<file path="src/rtl/autosa_csc_ctrl_pkg.sv">
// Shared encodings for the CSC dual register-group controller.
package autosa_csc_ctrl_pkg;

   // Number of ping-pong register groups in the CSC
   localparam int unsigned CSC_GROUPS = 2;

   // Per-group status field encodings seen by software
   localparam logic [1:0] ST_IDLE    = 2'd0;
   localparam logic [1:0] ST_RUNNING = 2'd1;
   localparam logic [1:0] ST_PENDING = 2'd2;

   typedef enum logic [1:0] {
      S_IDLE  = 2'd0,
      S_START = 2'd1,
      S_BUSY  = 2'd2
   } state_e;

   // A group is idle unless enabled; an enabled group runs only when it is the consumer
   function automatic logic [1:0] group_status(input logic op_en, input logic is_consumer);
      if (!op_en) begin
         return ST_IDLE;
      end
      return is_consumer ? ST_RUNNING : ST_PENDING;
   endfunction

endpackage

</file>
<file path="src/rtl/autosa_csc_watchdog.sv">
// Saturating BUSY-cycle watchdog; pulses expire on the last allowed cycle.
module autosa_csc_watchdog #(
   parameter int unsigned TIMEOUT_CYCLES = 1048576,
   parameter int unsigned TO_W           = 21
) (
   input  logic autosa_core_clk,
   input  logic autosa_core_rst,
   input  logic clear,
   input  logic enable,
   output logic expire
);

   localparam logic [TO_W-1:0] LAST = TO_W'(TIMEOUT_CYCLES - 1);
   localparam logic            ARMED = (TIMEOUT_CYCLES != 0);

   logic [TO_W-1:0] r_cnt;

   // Count while enabled, restart on clear, hold at all-ones instead of wrapping
   always_ff @(posedge autosa_core_clk) begin
      if (autosa_core_rst) begin
         r_cnt <= '0;
      end else if (clear) begin
         r_cnt <= '0;
      end else if (enable && (r_cnt != {TO_W{1'b1}})) begin
         r_cnt <= r_cnt + 1'b1;
      end
   end

   assign expire = ARMED && enable && (r_cnt == LAST);

endmodule

</file>
<file path="src/rtl/autosa_csc_dual_group_ctrl.sv">
// CSC ping-pong group sequencer: tracks op_en per group, starts the
// datapath on the consumer group and retires it on done or watchdog abort.
module autosa_csc_dual_group_ctrl
   import autosa_csc_ctrl_pkg::*;
#(
   parameter int unsigned TIMEOUT_CYCLES = 1048576,
   parameter int unsigned CNT_W          = 16,
   parameter int unsigned TO_W           = 21
) (
   input  logic             autosa_core_clk,
   input  logic             autosa_core_rst,
   input  logic             producer,
   input  logic             op_en_set,
   input  logic             err_clr,
   input  logic             dp_done,
   output logic             consumer,
   output logic [1:0]       status_0,
   output logic [1:0]       status_1,
   output logic             op_en_0,
   output logic             op_en_1,
   output logic             dp_start,
   output logic             dp_group,
   output logic             dp_busy,
   output logic [CNT_W-1:0] done_cnt,
   output logic             err_timeout
);

   state_e                r_state;
   state_e                w_state_nxt;
   logic [CSC_GROUPS-1:0] r_op_en;
   logic [CSC_GROUPS-1:0] w_op_en_nxt;
   logic                  r_consumer;
   logic [CNT_W-1:0]      r_done_cnt;
   logic                  r_err;
   logic                  w_retire;
   logic                  w_abort;
   logic                  w_expire;

   autosa_csc_watchdog #(
      .TIMEOUT_CYCLES (TIMEOUT_CYCLES),
      .TO_W           (TO_W)
   ) u_watchdog (
      .autosa_core_clk (autosa_core_clk),
      .autosa_core_rst (autosa_core_rst),
      .clear           (r_state == S_START),
      .enable          (r_state == S_BUSY),
      .expire          (w_expire)
   );

   // Next-state: only the consumer group may start; done beats timeout
   always_comb begin
      w_state_nxt = r_state;
      w_retire    = 1'b0;
      w_abort     = 1'b0;
      case (r_state)
         S_IDLE: begin
            if (r_op_en[r_consumer]) begin
               w_state_nxt = S_START;
            end
         end
         S_START: begin
            w_state_nxt = S_BUSY;
         end
         S_BUSY: begin
            if (dp_done) begin
               w_retire    = 1'b1;
               w_state_nxt = S_IDLE;
            end else if (w_expire) begin
               w_abort     = 1'b1;
               w_state_nxt = S_IDLE;
            end
         end
         default: begin
            w_state_nxt = S_IDLE;
         end
      endcase
   end

   // op_en update: a set racing the clear of the same group is dropped
   always_comb begin
      w_op_en_nxt = r_op_en;
      for (int g = 0; g < CSC_GROUPS; g++) begin
         if (op_en_set && (producer == 1'(g))) begin
            w_op_en_nxt[g] = 1'b1;
         end
         if ((w_retire || w_abort) && (r_consumer == 1'(g))) begin
            w_op_en_nxt[g] = 1'b0;
         end
      end
   end

   // Sequencer state, group flags, consumer pointer, counters and sticky error
   always_ff @(posedge autosa_core_clk) begin
      if (autosa_core_rst) begin
         r_state    <= S_IDLE;
         r_op_en    <= '0;
         r_consumer <= 1'b0;
         r_done_cnt <= '0;
         r_err      <= 1'b0;
      end else begin
         r_state <= w_state_nxt;
         r_op_en <= w_op_en_nxt;
         if (w_retire || w_abort) begin
            r_consumer <= ~r_consumer;
         end
         if (w_retire) begin
            r_done_cnt <= r_done_cnt + 1'b1;
         end
         if (w_abort) begin
            r_err <= 1'b1;
         end else if (err_clr) begin
            r_err <= 1'b0;
         end
      end
   end

   assign consumer    = r_consumer;
   assign op_en_0     = r_op_en[0];
   assign op_en_1     = r_op_en[1];
   assign status_0    = group_status(r_op_en[0], r_consumer == 1'b0);
   assign status_1    = group_status(r_op_en[1], r_consumer == 1'b1);
   assign dp_start    = (r_state == S_START);
   assign dp_busy     = (r_state == S_START) || (r_state == S_BUSY);
   // consumer only toggles on exit from BUSY, so it is stable for the whole layer
   assign dp_group    = r_consumer;
   assign done_cnt    = r_done_cnt;
   assign err_timeout = r_err;

endmodule

</file>
<file path="config.mk">
export PLATFORM = sky130hd
export DESIGN_NAME = autosa_csc_dual_group_ctrl
export DESIGN_NICKNAME = d
export VERILOG_FILES = /design/src/rtl/autosa_csc_ctrl_pkg.sv /design/src/rtl/autosa_csc_watchdog.sv /design/src/rtl/autosa_csc_dual_group_ctrl.sv
export SDC_FILE = /design/constraint.sdc
export NUM_CORES = 1
export LEC_CHECK = 0
export CAP_MARGIN = 20
export CORE_MARGIN = 5
export CORE_UTILIZATION = 35
export CTS_CLUSTER_DIAMETER = 80
export DETAILED_ROUTE_END_ITERATION = 8
export GPL_TIMING_DRIVEN = 0
export SYNTH_ARGS = -nofsm -noshare
export SYNTH_HDL_FRONTEND = slang
export SYNTH_SLANG_ARGS = --single-unit
</file>
<file path="constraint.sdc">
create_clock -name autosa_core_clk -period 2.2 [get_ports autosa_core_clk]
set_input_delay 0.44 -clock autosa_core_clk [delete_from_list [all_inputs] [get_ports autosa_core_clk]]
set_output_delay 0.44 -clock autosa_core_clk [all_outputs]
set_load 0.02 [all_outputs]
</file>
==> impl.org <==
** Timing
- Setup WS post-layout :: 0.104 ns
- Slew at the pin closest to its max-slew limit :: 0.497 ns
- Number of hold violations in the final report :: 0
- Between clock sinks in the finished design, the worst skew comes to 0.0110 ns.
- Number of endpoints failing setup at the final stage :: 0
- Counting I/O delays and the setup requirement, the final critical path takes 2.10 ns.
- Setup repair after global routing left no endpoint under its margin.
- Pins Over Slew Limit :: 0
- After routing, the total negative slack on setup checks comes to 0 ns.
- Max-Slew Margin vs Limit :: 0.669
- Of the available clock period, the critical path in the final layout requires 0.953.
- Fmax achieved :: 0.477 GHz
- Across all hold checks on the routed design, the worst slack comes to 0.480 ns.

** Logic synthesis
- In this run, distinct cell masters in the synthesized netlist total 50.
- Counting flops and latches in the post-synthesis netlist gives 43.
- The cell area that synthesis handed to floorplanning was 2400 um^2.
- Number of nets in the synthesized netlist :: 285
- Average footprint of a synthesized cell :: 8.78 um^2
- Synthesized instance count :: 273
- For this run, the register share of the synthesized area comes to 0.359.
- Yosys printed 0 warnings.

** Setup path
- Critical path start-end classification :: in2reg
- STA classifies the critical path endpoint as a register.
- Launching point of the worst reg2reg path :: r_state[0]$_SDFFE_PP0P_
- The endpoint identified for the worst register-to-register timing path is done_cnt[15]$_SDFFE_PP0P_.
- Along the worst path, the maximum fanout reaches 9.
- Worst Path Required :: 2.39 ns
- The worst register-to-register path has a depth of 6.
- Worst reg-to-reg setup slack :: 0.14 ns
- STA classifies the critical path startpoint as a primary input.
- Worst endpoint data arrival time :: 2.29 ns

** CTS
- Clock insertion delay at the later pin of the skew report :: 0.30 ns
- Worst-case clock buffer depth :: 2
- Clock root buffer :: sky130_fd_sc_hd__clkbuf_8
- TritonCTS Sinks :: 43
- CTS Buf Count :: 5
- TritonCTS built the clock tree.
- Buffers added to address setup during post-CTS repair amount to 0.
- Deepest level of the CTS H-tree :: 2
- After clock tree synthesis, the clock-pin slew on the worst setup and hold paths is 0.08 ns.
- Hold repair after CTS inserted 0 buffers.

** Global route
- The first global-routing pass estimated 9720 um of wire.
- The number of global-route vias before repair came to 2006.
- In the global route stage, overall resource usage came out at 0.137.
- The initial antenna violation count was 0.
- Entering global routing, the biggest net connects 14 pins.
- The total overflow left after global routing is 0.

** Pwr
- Internal :: 1.18 mW
- The share of total power dissipated in combinational logic is 0.220.
- Fraction of power spent switching nets :: 0.305
- The share of total power dissipated in sequential elements is 0.486.
- Across the VDD grid, the largest voltage drop is 0.000399 V.
- Clock power share :: 0.294
- Leakage dissipation :: 1.01 nW
- NetSw :: 0.516 mW
- Power density over the cells :: 583 nW/um^2
- Overall power consumption after layout is estimated at 1.69 mW.

** Flow run
- Max-cap violations in this run came to 0.

** Worst hold path
- Hold path depth :: 2
- In this run the worst hold path is classified as reg2reg.
- The worst hold path begins at u_watchdog.r_cnt[1]$_SDFFE_PP0P_.
- The worst hold path terminates at u_watchdog.r_cnt[1]$_SDFFE_PP0P_.

** Floorplanning
- The die covers 8600 um^2.
- Row count :: 30
- Vertical extent of the die :: 92.8 um
- Pin placement for this block handled 33 I/O pins.
- The die is 92.8 um wide.
- In this run the standard cell core region covers 6720 um^2.
- Starting utilization of the core area :: 0.357

** Finish
- Final Net Count :: 323
- The library cell used most frequently in the layout, excluding fill and tap cells, is sky130_fd_sc_hd__dfxtp_1.
- 0 antenna diodes ended up in the layout.
- Layout area overhead :: 21.1%
- Final cell count without fillers :: 392
- Leaving out fill and tap cells, the most frequent cells in the layout are 43 x sky130_fd_sc_hd__dfxtp_1, 31 x sky130_fd_sc_hd__clkdlybuf4s50_1, 29 x sky130_fd_sc_hd__nand2_1.
- Layout cell share with drive strength beyond 1 :: 0.106

** Routing
- Via count normalized by instance count :: 5.38
- Summed over all layers, the routed wires come to 5620 um.
- The first detailed-routing pass ran for 4 iterations.
- After detailed routing, the average wire length per cell comes to 14.3 um.
- Starting DRC count in detailed routing :: 134
- After detailed routing, the number of remaining DRC violations is 0.
- DR vias :: 2110
- In this run the remaining antenna-violating nets after routing total 0.

** Placement
- Post-DP HPWL :: 4180 um
- Global placement routability congestion :: 0.782
- Timing analysis after detailed placement gives a worst setup slack of -0.226 ns.
- The number of placed instances, taps included, is 385.
- Buffers on Ports :: 32

** Status
- Run status :: complete, no violations
power groups by stage:
stage	clock network (mW)	logic (mW)	registers [mW]
after floorplan	0	0.242	0.841
after global placement	0	0.379	0.835
after detailed placement	0	0.382	0.835
after CTS	0.520	0.386	0.818
after global routing	0.548	0.414	0.826
final	0.497	0.372	0.822
sequential cells by signal, summed over array words and instances (netlist names):
register and cells:
r_op_en 2, u_watchdog.r_cnt 21, done_cnt 16, consumer 1, r_state 2, err_timeout 1
synth_stat cells (all sizes together):
library cell | number | area, um^2
a2111o | 6 | 67.6
a211oi | 4 | 30.0
a21oi | 18 | 90.1
a22oi | 1 | 7.51
a311oi | 3 | 26.3
a41oi | 1 | 8.76
and2 | 5 | 33.8
and3 | 4 | 25.0
and3b | 1 | 8.76
and4 | 5 | 47.6
buf | 8 | 68.8
clkbuf | 6 | 22.5
dfxtp | 43 | 861
ha | 6 | 75.1
inv | 9 | 33.8
mux2 | 2 | 22.5
mux2i | 11 | 110
nand2 | 30 | 120
nand2b | 5 | 31.3
nand3 | 12 | 65.1
nand4 | 13 | 118
nand4b | 1 | 8.76
nor2 | 18 | 67.6
nor2b | 4 | 25.0
nor3 | 4 | 20.0
nor4 | 5 | 52.6
nor4b | 1 | 8.76
o21ai | 11 | 58.8
o31a | 1 | 8.76
o31ai | 4 | 35.0
or2 | 1 | 6.26
or3 | 10 | 67.6
or4 | 8 | 60.1
xnor2 | 4 | 35.0
xor2 | 8 | 70.1
per-stage QoR:
step,instance area [um^2],utilization
6_report,2900,0.432
5_1_grt,2900,0.432
4_1_cts,2900,0.432
3_5_place_dp,2820,0.419
3_3_place_gp,2820,0.419
2_1_floorplan,2400,-
metal layers:
metal | share of wire | vias to the layer above | wire length, um | global-route usage
met5 | 0 | - | 0 | 0
met4 | 0.013 | 0 | 73 | 0.0403
met3 | 0.042 | 9 | 237 | 0.0309
met2 | 0.45 | 47 | 2510 | 0.218
met1 | 0.50 | 974 | 2800 | 0.185
li1 | - | 1080 | - | -
logic make-up (layout without fill, tap and decap cells):
| group | after synthesis | after routing | share of synthesized area |
|---|---|---|---|
| mux | 13 | 13 | 0.0553 |
| compound gates | 49 | 49 | 0.139 |
| buf+inv | 23 | 62 | 0.0522 |
| xor+xnor | 12 | 12 | 0.0438 |
| fa+ha+maj | 6 | 6 | 0.0313 |
| simple gates | 127 | 127 | 0.319 |
| flops | 43 | 43 | 0.359 |
critical path, stage by stage:
cell and delay [ns]:
sky130_fd_sc_hd__clkdlybuf4s50_1 0.71, sky130_fd_sc_hd__nand2_4 0.15, sky130_fd_sc_hd__or3_4 0.45, sky130_fd_sc_hd__nor4_2 0.17, sky130_fd_sc_hd__mux2_2 0.36
layout make-up:
cell class / count / area [um^2]
inverter: 9 / 33.8
timing repair buffer: 32 / 323
clock buffer: 5 / 68.8
multi-input combinational: 207 / 1410
tap: 80 / 100
fill: 670 / 3820
clock inverter: 3 / 15.0
sequential: 43 / 861
buffer: 13 / 87.6
worst max-delay path by stage:
stage	endpoint	startpoint	slack, ns
2_1_floorplan	done_cnt[15]$_SDFFE_PP0P_	r_state[0]$_SDFFE_PP0P_	0.38
6_report	done_cnt[15]$_SDFFE_PP0P_	dp_done	0.10
5_1_grt	done_cnt[15]$_SDFFE_PP0P_	r_state[0]$_SDFFE_PP0P_	0.04
4_1_cts	dp_start	r_state[1]$_SDFFE_PP0P_	0.05
3_3_place_gp	done_cnt[15]$_SDFFE_PP0P_	dp_done	-0.20
3_5_place_dp	done_cnt[15]$_SDFFE_PP0P_	dp_done	-0.23
timing repair:
| item | CTS | global route |
|---|---|---|
| cloned | 0 | 0 |
| gates resized for setup | 1 | 1 |
| endpoints found under the setup margin | 1 | 3 |
(Power assumes the default switching activity.)
